## src/rtl/alu_pkg.sv

```systemverilog
// rtl/alu_pkg.sv - shared types and widths for the ALU arbiter
package alu_pkg;

  localparam int ALU_W = 4;

  typedef enum logic [1:0] {
    OP_ADD = 2'b00,
    OP_SUB = 2'b01,
    OP_AND = 2'b10,
    OP_OR  = 2'b11
  } alu_op_t;

  typedef struct packed {
    logic n;
    logic z;
    logic c;
    logic v;
  } alu_flags_t;

  typedef enum logic [1:0] {
    IDLE = 2'b00,
    EXEC = 2'b01,
    RESP = 2'b10
  } arb_state_t;

endpackage

```

## src/rtl/rr_arbiter2.sv

```systemverilog
// rtl/rr_arbiter2.sv - combinational two-way round-robin grant
module rr_arbiter2 (
  input  logic [1:0] req_valid,
  input  logic       last_grant,
  output logic [1:0] grant
);

  always_comb begin
    grant = 2'b00;
    case (req_valid)
      2'b01:   grant = 2'b01;
      2'b10:   grant = 2'b10;
      // On a tie the requester that did not win last time goes first.
      2'b11:   grant = last_grant ? 2'b01 : 2'b10;
      default: grant = 2'b00;
    endcase
  end

endmodule

```

## src/rtl/alu_arbiter.sv

```systemverilog
// rtl/alu_arbiter.sv - shares one external 4-bit ALU between two requesters
module alu_arbiter
  import alu_pkg::*;
#(
  parameter logic RR_INIT = 1'b1
) (
  input  logic             clk,
  input  logic             rst,
  input  logic [1:0]       req_valid,
  output logic [1:0]       req_ready,
  input  logic [ALU_W-1:0] req_a0,
  input  logic [ALU_W-1:0] req_b0,
  input  logic [1:0]       req_sel0,
  input  logic [ALU_W-1:0] req_a1,
  input  logic [ALU_W-1:0] req_b1,
  input  logic [1:0]       req_sel1,
  output logic [1:0]       resp_valid,
  input  logic [1:0]       resp_ready,
  output logic [ALU_W-1:0] resp_result,
  output logic [3:0]       resp_flags,
  output logic [ALU_W-1:0] alu_a,
  output logic [ALU_W-1:0] alu_b,
  output logic [1:0]       alu_sel,
  input  logic [ALU_W-1:0] alu_result,
  input  logic             alu_n,
  input  logic             alu_z,
  input  logic             alu_c,
  input  logic             alu_v,
  output logic             busy
);

  arb_state_t       state_q, state_d;
  logic             last_grant_q, last_grant_d;
  logic             owner_q, owner_d;
  logic [ALU_W-1:0] op_a_q, op_a_d;
  logic [ALU_W-1:0] op_b_q, op_b_d;
  alu_op_t          op_sel_q, op_sel_d;
  logic [ALU_W-1:0] resp_result_q, resp_result_d;
  alu_flags_t       resp_flags_q, resp_flags_d;
  logic [1:0]       grant;

  rr_arbiter2 u_rr (
    .req_valid  (req_valid),
    .last_grant (last_grant_q),
    .grant      (grant)
  );

  always_comb begin
    state_d       = state_q;
    last_grant_d  = last_grant_q;
    owner_d       = owner_q;
    op_a_d        = op_a_q;
    op_b_d        = op_b_q;
    op_sel_d      = op_sel_q;
    resp_result_d = resp_result_q;
    resp_flags_d  = resp_flags_q;
    req_ready     = 2'b00;
    resp_valid    = 2'b00;

    case (state_q)
      IDLE: begin
        req_ready = grant;
        if ((req_valid & grant) != 2'b00) begin
          owner_d  = grant[1];
          op_a_d   = grant[1] ? req_a1 : req_a0;
          op_b_d   = grant[1] ? req_b1 : req_b0;
          op_sel_d = alu_op_t'(grant[1] ? req_sel1 : req_sel0);
          state_d  = EXEC;
        end
      end
      EXEC: begin
        // The ALU has had a full cycle to settle on the registered operands.
        resp_result_d = alu_result;
        resp_flags_d  = '{n: alu_n, z: alu_z, c: alu_c, v: alu_v};
        state_d       = RESP;
      end
      RESP: begin
        resp_valid[owner_q] = 1'b1;
        if (resp_ready[owner_q]) begin
          last_grant_d = owner_q;
          state_d      = IDLE;
        end
      end
      default: state_d = IDLE;
    endcase
  end

  always_ff @(posedge clk) begin
    if (rst) begin
      state_q       <= IDLE;
      last_grant_q  <= RR_INIT;
      owner_q       <= 1'b0;
      op_a_q        <= '0;
      op_b_q        <= '0;
      op_sel_q      <= OP_ADD;
      resp_result_q <= '0;
      resp_flags_q  <= '0;
    end else begin
      state_q       <= state_d;
      last_grant_q  <= last_grant_d;
      owner_q       <= owner_d;
      op_a_q        <= op_a_d;
      op_b_q        <= op_b_d;
      op_sel_q      <= op_sel_d;
      resp_result_q <= resp_result_d;
      resp_flags_q  <= resp_flags_d;
    end
  end

  assign alu_a       = op_a_q;
  assign alu_b       = op_b_q;
  assign alu_sel     = op_sel_q;
  assign resp_result = resp_result_q;
  assign resp_flags  = resp_flags_q;
  assign busy        = (state_q != IDLE);

endmodule

```

## config.mk

```make
export PLATFORM = sky130hd
export DESIGN_NAME = alu_arbiter
export DESIGN_NICKNAME = d
export VERILOG_FILES = /design/src/rtl/alu_pkg.sv /design/src/rtl/rr_arbiter2.sv /design/src/rtl/alu_arbiter.sv
export SDC_FILE = /design/constraint.sdc
export NUM_CORES = 1
export LEC_CHECK = 0
export CAP_MARGIN = 20
export CORE_AREA = 4 4 57 59
export DETAILED_ROUTE_END_ITERATION = 10
export DIE_AREA = 0 0 61 63
export GPL_ROUTABILITY_DRIVEN = 0
export PLACE_DENSITY = 0.73
export SLEW_MARGIN = 20
export SYNTH_ARGS = -nofsm -noshare
export SYNTH_HDL_FRONTEND = slang
export SYNTH_SLANG_ARGS = --single-unit
```

## constraint.sdc

```tcl
create_clock -name clk -period 1.8 [get_ports clk]
set_clock_uncertainty 0.2 [all_clocks]
set_input_delay 0.18 -clock clk [delete_from_list [all_inputs] [get_ports clk]]
set_output_delay 0.18 -clock clk [all_outputs]
set_load 0.05 [all_outputs]
```

# Yosys cells after proc, flatten, opt, wreduce, memory -nomap -nowiden
# Cells that the tools add are included.
# word_totals
reg_bits	22
inputBits	34
word_cells	42
# op_classes
n_lt_le_gt_ge	2
eq_ne	7
mux	14
n_bitwise	1
reduce_logical	7
# ops
op	count
$mux W2	6
$pmux W2 S3	2
$mux W4	2
$eq A2 B2 Y1 const B	3
$reduce_and A2 Y1	3
$eq A2 B1 Y1 const B	2
$ne A2 B2 Y1 const B	2
$reduce_bool A2 Y1	2
$mux W1	3
$and A2 B2 Y2	1
$logic_not A2 Y1	1
$lt A1 B2 Y1 const B	1
$demux W1 S1	1
$ge A1 B1 Y1 const B	1
$logic_and A1 B1 Y1	1

# Longest topological paths before layout
# Gate-level depths: netlist (run 1).
# depth
depth_word	6
depth_mapped	5
mapped_depth_nobuf	4

# Hierarchy
# From an unflattened synthesis (run 1), not the netlist that was laid out.
# unflattened
hier_cells	111
area_unflattened_um2	1038.5
# by_module_without_submodules
module	n_inst	cells_per_inst	area_per_inst_um2	seq_area_each_um2
alu_arbiter	1	108	1019.7	440.4
rr_arbiter2	1	3	18.8	0.0

# Worst setup path after synthesis (run 1)
# No wires, ideal clock.
# synth_timing
kind	register to output
startpoint	register state_q[1]
endpoint	output port resp_valid[0]
arrival_time_ns	1.351
path_slack_ns	0.069
stages_incl_launch_ff	3
n_path_buf	0
path_cell_list	dfxtp_1 -> nor2b_1 -> nor2b_1
# synth_between
elab_chain_cells	2
# synth_rtl
element	line_no	rtl
start: declaration	alu_arbiter.sv:32	arb_state_t state_q, state_d;
start signal: assignment	alu_arbiter.sv:99	state_q <= state_d;
$eq A2 B2 Y1	alu_arbiter.sv:60	case (state_q)
$mux W2	alu_arbiter.sv:60	
end: declaration	alu_arbiter.sv:17	output logic [1:0] resp_valid,
# No other way between the ends.

# Final worst setup path (run 1)
# layout_timing
startpoint	input port req_valid[1]
endpoint	output port req_ready[1]
# layout_between
elab_chain_cells	3
word_cells_on_any_way	5
cone_classes	eq/ne (3); mux (2)
# layout_rtl
element	line_no	rtl
start: declaration	alu_arbiter.sv:9	input logic [1:0] req_valid,
$eq A2 B2 Y1 / $eq A2 B1 Y1 (equally long branches)	rr_arbiter2.sv:10	case (req_valid)
$pmux W2 S3 (*)	rr_arbiter2.sv:10	
$mux W2 (*)	alu_arbiter.sv:60	
end: declaration	alu_arbiter.sv:10	output logic [1:0] req_ready,
# Mark *: on every way between the ends. The rest lies on a longest branch, timed or not.

==> results of run 1 <==
layout make-up:
class                           count  area, sq um  share of cell area
Timing Repair Buffer               65          633               0.374
Multi-Input combinational cell     81          487               0.288
Sequential cell                    22          443               0.262
Tap cell                           31         38.8              0.0229
Inverter                           10         37.5              0.0222
Clock inverter                      1         30.0              0.0178
Clock buffer                        3         22.5              0.0133
sequential cells by signal (all words and copies together) (netlist names):
name,flops
last_grant_q,1
resp_result,4
state_q,2
alu_b,4
resp_flags,4
alu_a,4
alu_sel,2
owner_q,1
cells in the final DEF (no fill, tap or decap), drive strengths merged, types with 3 or more instances in the layout:
master	synthesis	layout
nor2b	3	3
inv	10	10
a21oi	22	22
o32ai	3	3
clkbuf	6	3
clkdlybuf4s50	0	33
nor2	7	7
buf	1	32
nand2b	5	5
nor3	7	7
a2111oi	7	7
dfxtp	22	22
nand2	17	17
report_power, final:
part           total [W]  internal, W  switching, W
registers       0.000574     0.000537     0.0000367
logic           0.000556     0.000242      0.000314
clock network   0.000375     0.000225      0.000150
total            0.00150      0.00100      0.000501
synth_stat cells:
library cell	n	area (sq um)
mux2i_1	1	10.0
a2111oi_2	1	15.0
nor2b_1	3	18.8
nand2_1	17	63.8
nand2b_4	1	13.8
a21bo_2	1	10.0
a21boi_0	1	7.51
nor2_4	1	11.3
dfxtp_1	22	440
a21oi_1	22	110
inv_2	1	3.75
or3_4	1	11.3
o21ai_0	1	5.00
a2111oi_1	6	60.1
clkbuf_1	5	18.8
o32ai_1	3	26.3
clkbuf_2	1	5.00
and3_1	1	6.26
and2_1	1	6.26
buf_2	1	5.00
nand3b_1	1	7.51
nand2b_1	4	25.0
or2_1	1	6.26
nor2_1	6	22.5
nor3_1	7	35.0
inv_1	9	33.8
o21bai_1	1	7.51
worst max-delay path, stage by stage:
cell and delay [ns]:
clkdlybuf4s50_1 0.57, a21boi_1 0.26, nand2_1 0.12, inv_1 0.10, buf_12 0.14
metrics by stage:
step	instance area [sq um]	setup slack, ns
6_report	1690	0.0416
5_1_grt	1690	-0.0171
3_3_place_gp	1610	-0.00556
3_5_place_dp	1610	-0.0529
4_1_cts	1670	0.0217
2_1_floorplan	986	0.0685
repair_timing:
action | in CTS | in global routing
gates cloned | 0 | 0
setup buffers | 0 | 2
gates resized for setup | 3 | 3
setup endpoints to repair | 3 | 4
pin swaps | 0 | 1
metal layers:
metal | global-route usage | part of all wire | up-vias | routed length, microns
met5 | 0 | 0 | - | 0
met4 | 0.0434 | 0.0083 | 0 | 23
met3 | 0.0413 | 0.063 | 2 | 174
met2 | 0.253 | 0.49 | 29 | 1350
met1 | 0.186 | 0.44 | 481 | 1210
li1 | - | - | 538 | -
final timing paths:
| kind | from | endpoint | slack (ns) | cells after the start |
|---|---|---|---|---|
| worst max-delay path | req_valid[1] | req_ready[1] | 0.04 | 5 |
| worst min-delay path | alu_result[0] | resp_result[0] | 0.21 | 3 |
| worst max register to register | state_q[0] | alu_sel[1] | 0.13 | 5 |
| worst min register to register | resp_flags[3] | resp_flags[3] | 0.26 | 2 |
logic make-up after synthesis:
| logic type | share of synthesized area |
|---|---|
| compound gates | 0.245 |
| buf+inv | 0.0672 |
| flops | 0.447 |
| mux | 0.0102 |
| simple gates | 0.231 |
==> flow_metrics.py, run 1 <==
metrics = {
    "global_routing": {
        "antenna_found_initial": 0,
        "grt_max_degree": 22,
        "grt_pass1_wl_microns": 4600,
        "grtUsageTotal": 0.152,
        "grt_pass1_vias": 1052,
        "overflow": 0,
    },
    "clocking": {
        "cts-hold-fix-buffers": 0,
        "cts_root_buf": "clkbuf_4",
        "cts_tree": "built",
        "clock_latency_ns": 0.30,
        "clockBufferDepth": 2,
        "cts-htree-levels": 1,
        "cts_sinks": 22,
        "cts_made_buffers": 3,
        "clk_pin_slew_worst_paths_ns": 0.13,
    },
    "yosys": {
        "seq_area_frac_synth": 0.447,
        "synthesis.area_sq_um": 986,
        "synth_cell_types": 27,
        "syn-num-nets": 154,
        "synth.avg_cell_area_sq_um": 8.22,
        "ys_ff_latch": 22,
        "yosysWarnings": 0,
        "syn_inst": 120,
    },
    "layout": {
        "drive_gt1_frac": 0.253,
        "final_cells": 213,
        "area_delta_synth_final_pct": 71.6,
        "fin_nets": 217,
        "fillers": 248,
        "fin_util": 0.624,
        "antenna_cells": 0,
    },
    "routing": {
        "via_count": 1050,
        "postRouteAntennaNets": 0,
        "routed_wl_microns": 2760,
        "vias_per_cell": 4.93,
        "routedWlPerCell_microns": 12.9,
        "drc": 0,
        "dr.first_iter.drc_count": 10,
        "first_pass_iters": 4,
    },
    "worst_setup_path": {
        "required_ns": 1.42,
        "path_class": "input port to primary output",
        "worstPathMaxFanout": 5,
        "cp.arrival_ns": 1.38,
        "endpoint_kind": "primary output",
        "start_kind": "input port",
    },
    "placement": {
        "dp_cells": 207,
        "io_buffer_count": 56,
        "dp_hpwl_microns": 2200,
    },
    "run": {
        "drv_cap": 0,
    },
    "worst_hold_path": {
        "hold_class": "input port to flip-flop",
    },
    "timing": {
        "holdWs_ns": 0.215,
        "setup-violations-final": 0,
        "worst_pin_slew_ns": 0.590,
        "finalCriticalPeriod_ns": 1.76,
        "max_freq_ghz": 0.569,
        "fin_crit_sh": 0.977,
        "finalSetupTns_ns": 0,
        "relSlewSlack": 0.606,
        "hold_viol": 0,
        "slew_violations": 0,
    },
    "power": {
        "ir_drop_mv": 0.679,
        "p_leak_nw": 0.717,
        "power.density_nw_per_um2": 889,
        "p_total_w": 0.00150,
    },
    "floorplanning": {
        "coreArea_sq_um": 2710,
        "num_io_pins": 57,
        "dieArea_sq_um": 3840,
        "die_w_microns": 61,
        "die_h_microns": 63,
        "start_util": 0.364,
        "rows": 19,
    },
    "run_status": {
        "outcome": "complete, no violations",
    },
}
Power figures use the tool's default switching activity.
==> inputs of run 2 (changes only) <==
- CORE_AREA: 4 4 57 59 -> 4 4 60 62
- DIE_AREA: 0 0 61 63 -> 0 0 64 66
- PLACE_DENSITY: 0.73 -> 0.69
- clock period: 1.8 -> 1.5 ns (I/O delays scaled with it)
==> run 2 against run 1 <==
  * The run now ends with negative setup slack left
  * First-iteration DRC count rose to 4.0 times the previous value
  * Sequential cell count did not move
  * Highest routed layer unchanged
  * Critical path depth fell by 1
  * Routed wire length rose by 27%
  * Critical endpoint is now req_ready[0]
  * Cell area rose by 33%
  * Utilization rose by 12 points
  * Worst hold slack got worse by 0.075 ns
  * Global-route usage rose by 1.5 points
  * Largest power group is now combinational cells
  * Die area rose by 9.9%
  * Power rose by 44%
  * Setup slack got worse by 0.20 ns
  * Clock-buffer cell count did not move
==> flow_metrics.py, run 2 (synthesis gave the netlist of run 1 again) <==
metrics = {
    "global_routing": {
        "grt_util_met1": 0.187,
        "grt_max_degree": 22,
        "grtUsageTotal": 0.166,
        "grt_pass1_wl_microns": 5580,
        "overflow": 0,
        "grtUsageMet2": 0.297,
        "antenna_found_initial": 0,
        "grt_use_met3": 0.0391,
        "busiest_layer": "met2",
        "grt_pass1_vias": 1204,
    },
    "timing": {
        "fin_crit_sh": 1.11,
        "finalCriticalPeriod_ns": 1.66,
        "setup-violations-final": 6,
        "worst_slack_ns": -0.163,
        "hold_viol": 0,
        "slew_violations": 0,
        "finalSetupTns_ns": -0.590,
        "worst_pin_slew_ns": 0.347,
        "relSlewSlack": 0.767,
        "max_freq_ghz": 0.601,
        "grt_setup_unrepaired": "true",
    },
    "routing": {
        "routedWlPerCell_microns": 14.9,
        "drc": 0,
        "vias_per_cell": 4.93,
        "postRouteAntennaNets": 0,
        "first_pass_iters": 4,
        "via_count": 1163,
        "routed_wl_microns": 3510,
        "dr.first_iter.drc_count": 40,
    },
    "placement": {
        "dp_hpwl_microns": 2450,
        "io_buffer_count": 56,
    },
    "power": {
        "ir_drop_mv": 0.566,
        "p_leak_nw": 0.878,
        "comb_power_share": 0.449,
        "p_clk_frac": 0.223,
        "p_sw_w": 0.000754,
        "sequentialPowerShare": 0.328,
        "power.density_nw_per_um2": 965,
        "swShare": 0.348,
        "p_int_w": 0.00141,
    },
    "worst_setup_path": {
        "cp_slowest_cell": "dfxtp_2",
        "endpoint_kind": "primary output",
        "cp.arrival_ns": 1.31,
        "worstPathMaxFanout": 4,
        "start_kind": "flip-flop",
        "required_ns": 1.15,
        "path_class": "flip-flop to primary output",
        "cp_slowest_stage_delay_ns": 0.37,
        "worstPathCellList": "nor2_4 > and3_4 > buf_6 > buf_12",
    },
    "clocking": {
        "cts-hold-fix-buffers": 0,
        "cts_made_buffers": 3,
        "cts_tree": "built",
        "clock_latency_ns": 0.34,
        "cts_root_buf": "clkbuf_4",
        "clockBufferDepth": 2,
        "cts_sinks": 22,
        "clk_pin_slew_worst_paths_ns": 0.14,
        "cts-htree-levels": 1,
    },
    "floorplanning": {
        "start_util": 0.326,
        "dieArea_sq_um": 4220,
        "coreArea_sq_um": 3030,
        "die_h_microns": 66,
        "die_w_microns": 64,
        "rows": 20,
        "num_io_pins": 57,
    },
    "layout": {
        "final_cell_mix": "clkdlybuf4s50_1, buf_12, a21oi_1, dfxtp_1, nand2_1",
        "fin_util": 0.743,
        "antenna_cells": 0,
        "area_delta_synth_final_pct": 128,
        "fin_nets": 227,
        "drive_gt1_frac": 0.406,
        "final_common_cell": "clkdlybuf4s50_1",
        "fillers": 200,
    },
    "run_status": {
        "outcome": "finished with violations",
        "failed_checks": "negative setup slack",
    },
    "run": {
        "drv_cap": 0,
    },
    "worst_hold_path": {
        "hold_class": "input port to flip-flop",
    },
}
-- run 2: changes by cell type in the layout (fill, tap and decap cells not counted), moves of 2 or more --
| cell | delta |
|---|---|
| o32ai_1 | -3 |
| buf_6 | +7 |
| a2111oi_4 | +6 |
| nor2b_1 | -2 |
| nor3_4 | +4 |
| clkdlybuf4s50_1 | -2 |
| nor2b_4 | +3 |
| dlygate4sd2_1 | +2 |
| nor3_1 | -5 |
| o32ai_2 | +3 |
| a2111oi_1 | -6 |
| buf_4 | -15 |
| buf_12 | +18 |
-- run 2: final timing paths --
check,start,endpoint,slack (ns),depth (start not counted)
hold / removal,alu_result[2],resp_result[2],0.14,3
setup reg to reg,state_q[0],alu_sel[1],-0.04,4
hold reg to reg,resp_flags[3],resp_flags[3],0.30,2
setup / recovery,state_q[0],req_ready[0],-0.16,4
-- run 2: per-layer routing --
metal,wire length [microns],up-vias,part of all wire
li1,-,560,-
met1,1300,565,0.37
met2,1970,33,0.56
met3,178,5,0.051
met4,62,0,0.018
met5,0,-,0
-- run 2: layout make-up --
class	instances	area, sq um	area share
inverter	10	37.5	0.0167
tap	44	55.1	0.0245
clock inverter	1	30.0	0.0134
multi-input combinational	81	702	0.312
clock buffer	3	22.5	0.0100
timing repair buffer	75	957	0.426
sequential	22	444	0.198
-- run 2: what timing repair did --
action | in CTS | in global routing
endpoints found under the setup margin | 10 | 17
resized for setup | 26 | 24
endpoints found under the hold margin | 0 | 0
setup buffers | 6 | 1
pin swaps | 5 | 1
-- run 2: worst max-delay path, delay by kind of cell (launching register included) --
| kind | cells | cell delay, ns |
|---|---|---|
| and+or+nand+nor | 2 | 0.38 |
| buffers and inverters | 2 | 0.22 |
| DFF | 1 | 0.37 |
-- run 2: per-stage QoR --
step	instance area, sq um	std cells	hold WS (ns)	power (W)	setup slack (ns)
finish	2250	236	0.140	0.00217	-0.163
global route	2250	236	0.138	0.00225	-0.216
CTS	2080	235	0.150	0.00206	-0.135
floorplan	1000	120	0.0860	0.00108	0.0164
global placement	1900	225	0.279	0.00150	-0.263
detailed placement	1900	225	0.285	0.00152	-0.359
-- run 2: power by group through the flow --
stage / combinational [W] / sequential (W) / clock (W)
2_1_floorplan: 0.000227 / 0.000855 / 0
3_3_place_gp: 0.000789 / 0.000716 / 0
3_5_place_dp: 0.000802 / 0.000718 / 0
4_1_cts: 0.000874 / 0.000709 / 0.000481
5_1_grt: 0.00102 / 0.000720 / 0.000511
6_report: 0.000974 / 0.000712 / 0.000483
==> inputs of run 3 (changes only) <==
- HOLD_SLACK_MARGIN: unset -> 0.12
- SKIP_CTS_REPAIR_TIMING: unset -> 1
==> run 3 against run 2 <==
  * The flow still finishes with violations (negative setup slack)
  * Sequential cell count stayed put
  * Register-to-register slack got worse by 0.02 ns
  * Clock-buffer cell count stayed put
  * Via count grew 0.52%
  * Worst hold slack worse by 0.0018 ns
  * First-iteration DRC count down 23%
  * Sequential power hardly changed
  * Non-clock buffer count is 1 lower
  * Setup slack worse by 0.0089 ns
  * Largest cell class unchanged
==> flow_metrics.py, run 3 (synthesis gave the netlist of run 1 again) <==
metrics = {
    "placement": {
        "dp_cells": 225,
        "place_area_sq_um": 1900,
        "post-place-ws_ns": -0.359,
        "dp_hpwl_microns": 2450,
        "io_buffer_count": 56,
    },
    "routing": {
        "postRouteAntennaNets": 0,
        "drc": 0,
        "routed_wl_microns": 3600,
        "via_count": 1169,
        "first_pass_iters": 4,
        "routedWlPerCell_microns": 15.3,
        "vias_per_cell": 4.97,
        "dr.first_iter.drc_count": 31,
    },
    "timing": {
        "worst_slack_ns": -0.172,
        "grt_setup_unrepaired": "true",
        "finalCriticalPeriod_ns": 1.67,
        "slew_violations": 0,
        "relSlewSlack": 0.739,
        "hold_viol": 0,
        "holdWs_ns": 0.138,
        "finalSetupTns_ns": -0.845,
        "max_freq_ghz": 0.598,
        "setup-violations-final": 11,
        "worst_pin_slew_ns": 0.388,
        "fin_crit_sh": 1.11,
    },
    "floorplanning": {
        "dieArea_sq_um": 4220,
        "coreArea_sq_um": 3030,
        "start_util": 0.326,
        "num_io_pins": 57,
        "die_w_microns": 64,
        "rows": 20,
        "die_h_microns": 66,
    },
    "worst_setup_path": {
        "path_class": "flip-flop to primary output",
        "cp_slowest_cell": "dfxtp_2",
        "cp.arrival_ns": 1.32,
        "worstPathMaxFanout": 4,
        "crit_start": "state_q[0]",
        "required_ns": 1.15,
        "endpoint_kind": "primary output",
        "r2r_start": "state_q[0]",
        "crit_top_cell": "nor2b_4",
        "worstPathCellList": "buf_4 > nor2b_4 > nor2b_4 > buf_12",
        "start_kind": "flip-flop",
        "cp_slowest_stage_delay_ns": 0.36,
    },
    "power": {
        "p_leak_nw": 0.887,
        "ir_drop_mv": 0.526,
        "power.density_nw_per_um2": 967,
    },
    "global_routing": {
        "grt_pass1_wl_microns": 4910,
        "grt_pass1_vias": 1129,
        "grt_max_degree": 22,
        "antenna_found_initial": 0,
        "grtUsageTotal": 0.147,
        "overflow": 0,
    },
    "layout": {
        "antenna_cells": 0,
        "area_delta_synth_final_pct": 127,
        "final_common_cell": "clkdlybuf4s50_1",
        "final_cells": 235,
        "fin_nets": 226,
        "final_cell_mix": "clkdlybuf4s50_1, buf_12, a21oi_1, dfxtp_1, nand2_1",
        "fin_area_sq_um": 2240,
        "drive_gt1_frac": 0.398,
        "fillers": 203,
    },
    "clocking": {
        "cts_root_buf": "clkbuf_4",
        "cts-htree-levels": 1,
        "cts_tree": "built",
        "clk_pin_slew_worst_paths_ns": 0.13,
        "clock_latency_ns": 0.33,
        "clockBufferDepth": 2,
        "cts_made_buffers": 3,
        "cts_sinks": 22,
    },
    "run_status": {
        "failed_checks": "negative setup slack",
        "outcome": "finished with violations",
    },
    "run": {
        "drv_cap": 0,
    },
    "worst_hold_path": {
        "hold_class": "input port to flip-flop",
        "min_from": "req_valid[0]",
    },
}
==> run 3: cell types whose count changed in the layout (fill, tap and decap cells not counted), moves of 2 or more <==
cell and delta:
buf_6 -3, buf_8 +2, dlymetal6s2s_1 +2, dlygate4sd2_1 -2
==> run 3: worst max-delay path, delay by kind of cell, from the launching register on <==
kind                   cells  cell delay (ns)
and+or+nand+nor            2             0.34
buffers and inverters      2             0.29
DFF                        1             0.36
==> run 3: worst paths after layout <==
| path | endpoint | slack (ns) | cells after the start |
|---|---|---|---|
| setup / recovery | resp_valid[0] | -0.17 | 4 |
| hold reg to reg | resp_flags[3] | 0.30 | 2 |
| setup reg to reg | alu_sel[0] | -0.06 | 7 |
| hold / removal | owner_q | 0.14 | 4 |
==> run 3: area by class of cell <==
class	count	area, sq um	share of cell area
clock buffers	3	22.5	0.0101
clock inverters	1	30.0	0.0134
inverters	10	40.0	0.0179
multi-input cells	81	688	0.307
flip-flops and latches	22	444	0.198
well taps	44	55.1	0.0246
repair buffers	74	961	0.429
==> run 3: where the power goes <==
part | switching [W] | internal, W | leakage (nW)
clock network | 0.000206 | 0.000271 | 0.0279
logic | 0.000481 | 0.000501 | 0.678
registers | 0.0000636 | 0.000645 | 0.182
total | 0.000751 | 0.00142 | 0.887
==> run 3: per-layer routing <==
layer,track usage,wire length [microns],vias to the layer above
met5,0,0,-
met4,0.0809,116,0
met3,0.0374,221,15
met2,0.255,1940,44
met1,0.163,1310,554
li1,-,-,556
==> run 3: stage by stage <==
step,power (W),util
after floorplan,0.00108,-
after global placement,0.00150,0.626
after detailed placement,0.00152,0.626
after CTS,0.00199,0.643
after global routing,0.00224,0.740
final,0.00217,0.740
